[config.mk]
export PLATFORM = sky130hd
export DESIGN_NAME = ccc_lock_reset_seq
export DESIGN_NICKNAME = d
export VERILOG_FILES = /design/src/rtl/ccc_pkg.sv /design/src/rtl/ccc_lock_reset_seq_lock_sync.sv /design/src/rtl/ccc_lock_reset_seq.sv
export SDC_FILE = /design/constraint.sdc
export NUM_CORES = 1
export LEC_CHECK = 0
export CAP_MARGIN = 20
export CORE_ASPECT_RATIO = 1.4
export CORE_MARGIN = 1
export CORE_UTILIZATION = 55
export CTS_CLUSTER_SIZE = 16
export DETAILED_ROUTE_END_ITERATION = 10
export PLACE_DENSITY_LB_ADDON = 0.3
export SETUP_SLACK_MARGIN = 0.02
export SYNTH_ARGS = -nofsm -noshare
export SYNTH_HDL_FRONTEND = slang
export SYNTH_SLANG_ARGS = --single-unit
[constraint.sdc]
create_clock -name CLK -period 2.89 [get_ports CLK]
set_clock_uncertainty 0.1 [all_clocks]
set_input_delay 0.578 -clock CLK [delete_from_list [all_inputs] [get_ports CLK]]
set_output_delay 0.578 -clock CLK [all_outputs]
set_load 0.05 [all_outputs]
[src/rtl/ccc_pkg.sv]
// ccc_pkg: shared state encoding and helpers for the CCC lock reset sequencer
package ccc_pkg;
  localparam int SEQ_STATE_W = 3;
  typedef enum logic [SEQ_STATE_W-1:0] {
    WAIT_LOCK = 3'd0,
    STABLE    = 3'd1,
    RELEASE   = 3'd2,
    RUN       = 3'd3
  } seq_state_e;
  function automatic int clog2(input int v);
    int r;
    r = 0;
    while ((1 << r) < v) r++;
    return r;
  endfunction
endpackage

[src/rtl/ccc_lock_reset_seq_lock_sync.sv]
// lock_sync: N-stage flop synchronizer with asynchronous active-low clear
module lock_sync #(
  parameter int STAGES = 2
) (
  input  logic clk,
  input  logic rst_n,
  input  logic d,
  output logic q
);
  logic [STAGES-1:0] s;
  always_ff @(posedge clk or negedge rst_n)
    if (!rst_n) s <= '0;
    else s <= {s[STAGES-2:0], d};
  assign q = s[STAGES-1];
endmodule

[src/rtl/ccc_lock_reset_seq.sv]
// ccc_lock_reset_seq: lock-qualified staged release of peripheral and fabric resets
module ccc_lock_reset_seq
  import ccc_pkg::*;
#(
  parameter int SYNC_STAGES        = 2,
  parameter int LOCK_STABLE_CYCLES = 1024,
  parameter int RESET_HOLD_CYCLES  = 16,
  parameter bit REQUIRE_MSS_LOCK   = 1'b1,
  parameter int LOSS_CNT_W         = 8
) (
  input  logic                   CLK,
  input  logic                   RESET_N,
  input  logic                   FAB_LOCK,
  input  logic                   MSS_LOCK,
  input  logic                   CLR_LOST,
  output logic                   PERIPH_RESET_N,
  output logic                   FAB_RESET_N,
  output logic                   LOCK_OK,
  output logic                   LOCK_LOST,
  output logic [LOSS_CNT_W-1:0]  LOSS_COUNT,
  output logic [SEQ_STATE_W-1:0] SEQ_STATE
);
  localparam int MAX_CYC = LOCK_STABLE_CYCLES > RESET_HOLD_CYCLES ? LOCK_STABLE_CYCLES : RESET_HOLD_CYCLES;
  localparam int CNT_W = clog2(MAX_CYC) < 1 ? 1 : clog2(MAX_CYC);
  logic fab_s, mss_s, run_loss, st_done, rel_done;
  logic [CNT_W-1:0] cnt, cnt_nxt;
  seq_state_e state, nxt;
  lock_sync #(.STAGES(SYNC_STAGES)) u_fab_sync (.clk(CLK), .rst_n(RESET_N), .d(FAB_LOCK), .q(fab_s));
  lock_sync #(.STAGES(SYNC_STAGES)) u_mss_sync (.clk(CLK), .rst_n(RESET_N), .d(MSS_LOCK), .q(mss_s));
  assign LOCK_OK   = fab_s & (mss_s | ~REQUIRE_MSS_LOCK);
  assign SEQ_STATE = state;
  assign st_done   = cnt == CNT_W'(LOCK_STABLE_CYCLES - 1);
  assign rel_done  = cnt == CNT_W'(RESET_HOLD_CYCLES - 1);
  assign run_loss  = (state == RUN) && !LOCK_OK;
  // Lock loss outranks any count completion in the same cycle.
  always_comb begin
    nxt = !LOCK_OK ? WAIT_LOCK :
          state == WAIT_LOCK ? STABLE :
          (state == STABLE && st_done) ? RELEASE :
          (state == RELEASE && rel_done) ? RUN : state;
    cnt_nxt = (nxt != state || state == WAIT_LOCK || state == RUN) ? '0 : cnt + 1'b1;
  end
  always_ff @(posedge CLK or negedge RESET_N)
    if (!RESET_N) begin
      state          <= WAIT_LOCK;
      cnt            <= '0;
      PERIPH_RESET_N <= 1'b0;
      FAB_RESET_N    <= 1'b0;
      LOCK_LOST      <= 1'b0;
      LOSS_COUNT     <= '0;
    end else begin
      state          <= nxt;
      cnt            <= cnt_nxt;
      PERIPH_RESET_N <= (nxt == RELEASE) || (nxt == RUN);
      FAB_RESET_N    <= nxt == RUN;
      LOCK_LOST      <= run_loss | (LOCK_LOST & ~CLR_LOST);
      LOSS_COUNT     <= LOSS_COUNT + LOSS_CNT_W'(run_loss && !(&LOSS_COUNT));
    end
endmodule

==> metrics.md <==
| Metric | Value |
|---|---|
| Die Ht | 56.9 microns |
| Worst-path clk slew | 0.14 ns |
| Critical path class | flip-flop to primary output |
| Num CTS Buffers | 3 |
| Hold slack final | 0.269 ns |
| Wirelength per Cell | 15.3 microns |
| Pre-CTS worst setup slack | 0.776 ns |
| VDD IR max | 0.392 mV |
| Die area | 2340 sq um |
| Post-Syn Instances | 97 |
| Largest net degree at the start of global routing | 29 |
| Dpl hpwl | 1560 microns |
| Syn_area_per_cell | 12.2 sq um |
| Clock Path Buffers | 2 |
| Critical Path AT | 1.84 ns |
| Post-CTS setup buffer count | 0 |
| Distinct cells, synth | 23 |
| Layout area overhead | 23.4% |
| Fillcell total | 148 |
| Final ANT Viol Nets | 0 |
| Slew Limit Headroom | 64.5% |
| Synth area leader | dfrtp_1 |
| Syn_nets | 105 |
| DIE WIDTH | 41.2 microns |
| Number of diodes | 0 |
| GP Congestion | 0.756 |
| Run status | finished, final reports clean |
| Startpoint Class | flip-flop |
| Final Max Tran Viols | 0 |
| GR Util met1 | 26.3% |
| Routed vias/inst | 5.81 |
| Endpoints failing hold | 0 |
| Most used flip-flop cell after synthesis | dfrtp_1 |
| Core Region | 2000 sq um |
| Num rows | 19 |
| Vias | 825 |
| Critical Path End Type | primary output |
| GRT busiest layer | met2 |
| Worst slew pin tran | 0.532 ns |
| Tcrit/Tclk final | 87.3% |
| Vias in the first global route | 840 |
| Layout cell share with drive strength beyond 1 | 6.61% |
| Post-synth EDFFs | 0 |
| Initial DRC count | 19 |
| Critical path fanouts, max | 6 |
| Sequential element share of the synthesized area | 59.2% |
| GR Layer Usage met2 | 39.7% |
| WL final | 2170 microns |
| CTS resizes | 0 |
| Top post-synthesis cells by area | dfrtp_1, xnor2_1, nor2_1, nand3_1, and3_1 |
| Clk_lat worst skew | 0.32 ns |
| PD cells | 465 nW/um^2 |
| Min cycle time layout | 2.52 ns |
| Final setup TNS | 0 ns |
| First-pass GRT wire length | 3570 microns |
| H-tree depth | 1 |
| Nets | 130 |
| Starting Density | 59.3% |
| HP Class | flip-flop to flip-flop |
| Met3 usage in global routing | 2.37% |
| Drt drc | 0 |
| IO Pins | 20 |
| Post-synth top area share | 59.2% |
| Hold_buf cts | 0 |
| Grt total ovfl | 0 |
| Clock root buffer | clkbuf_4 |
| Max cap viols | 0 |
| Clk sinks | 28 |
| Drt first pass iters | 4 |
| Ys Warns | 0 |
| Fraction of registers with async set or reset after synthesis | 100% |
| Leakage | 0.659 nW |
| Maximum clock frequency | 396 MHz |
| Setup WS post-layout | 0.368 ns |
| WP data required | 2.21 ns |
| RSZ-0062 raised after global routing | false |
| CTS tree | built |
| Total Routing Usage GR | 22.9% |
| #FFs+latches synth | 28 |
| # setup viols final | 0 |
| Buffers added on ports | 19 |
| Post-synthesis cell area | 1180 sq um |
| Initial antenna violation count | 0 |
-- layout make-up --
cell class                      instances  area, sq um  share of cell area [%]
Clock buffer                            3         22.5                    1.54
Clock inverter                          1         30.0                    2.06
Inverter                                2         7.51                   0.514
Multi-Input combinational cell         67          475                    32.6
Sequential cell                        28          701                    48.0
Tap cell                               21         26.3                    1.80
Timing Repair Buffer                   20          198                    13.5
-- power breakdown --
group / total [mW] / switching (mW) / internal (mW)
sequential: 0.399 / 0.00354 / 0.396
clock: 0.251 / 0.110 / 0.140
combinational: 0.0297 / 0.0188 / 0.0109
-- Yosys cell counts, drive strengths merged, types with 2 or more instances --
cell,n
nor3,2
and3,7
xnor2,10
inv,2
ha,3
nor2b,2
nor4,2
xor2,4
dfrtp,28
nor4b,2
nand3,10
o21ai,2
nand2,3
nor2,13
-- flip-flops by register name, indices dropped and copies added (netlist names) --
signal	cells
cnt	10
PERIPH_RESET_N	1
LOSS_COUNT	8
SEQ_STATE	3
u_mss_sync.s	2
u_fab_sync.s	2
FAB_RESET_N	1
LOCK_LOST	1
-- per-layer routing --
metal | vias up | routed length (microns)
li1 | 389 | -
met1 | 414 | 848
met2 | 20 | 1240
met3 | 2 | 66
met4 | 0 | 18
met5 | - | 0
-- stage by stage --
step / util (%) / instances / power (mW) / cell area, sq um
final: 73.1 / 142 / 0.680 / 1460
after global routing: 73.1 / 142 / 0.702 / 1460
after CTS: 73.1 / 142 / 0.686 / 1460
after detailed placement: 70.5 / 138 / 0.437 / 1410
after global placement: 70.5 / 138 / 0.435 / 1410
after floorplan: - / 97 / 0.417 / 1180
-- path summary, 6_finish.rpt --
path | start | endpoint | slack (ns) | cells past startpoint
worst max-delay path | u_mss_sync.s[1]$_DFF_PN0_ | LOCK_OK | 0.37 | 3
worst min-delay path | u_fab_sync.s[0]$_DFF_PN0_ | u_fab_sync.s[1]$_DFF_PN0_ | 0.27 | 0
worst max register to register | LOSS_COUNT[4]$_DFF_PN0_ | LOSS_COUNT[6]$_DFF_PN0_ | 0.83 | 7
worst min register to register | u_fab_sync.s[0]$_DFF_PN0_ | u_fab_sync.s[1]$_DFF_PN0_ | 0.27 | 0
max in group asynchronous | RESET_N | cnt[5]$_DFF_PN0_ | 1.93 | 2
min in group asynchronous | RESET_N | cnt[6]$_DFF_PN0_ | 0.51 | 2
-- cell usage in the layout, fill, tap and decap left out, drive strengths merged, types with 2 or more instances in the layout --
master and count:
and3 7, clkbuf 3, clkdlybuf4s50 19, dfrtp 28
ha 3, inv 2, nand2 3, nand3 10
nor2 13, nor2b 2, nor3 2, nor4 2
nor4b 2, o21ai 2, xnor2 10, xor2 4
-- worst max-delay path: stages, from the launching register on --
cell,delay [ns]
dfrtp_1,0.41
nand2_1,0.15
inv_1,0.13
clkdlybuf4s50_1,0.84
-- kinds of logic (layout without fill, tap and decap cells) --
family,after synthesis,count (layout),synth area share (%)
buffers and inverters,2,26,0.634
AO/OA/AOI/OAI,6,6,5.18
flip-flops,28,28,59.2
XOR/XNOR,14,14,10.4
adder cells (fa/ha/maj),3,3,3.17
AND/OR/NAND/NOR,44,44,21.5
(Power assumes the default switching activity.)
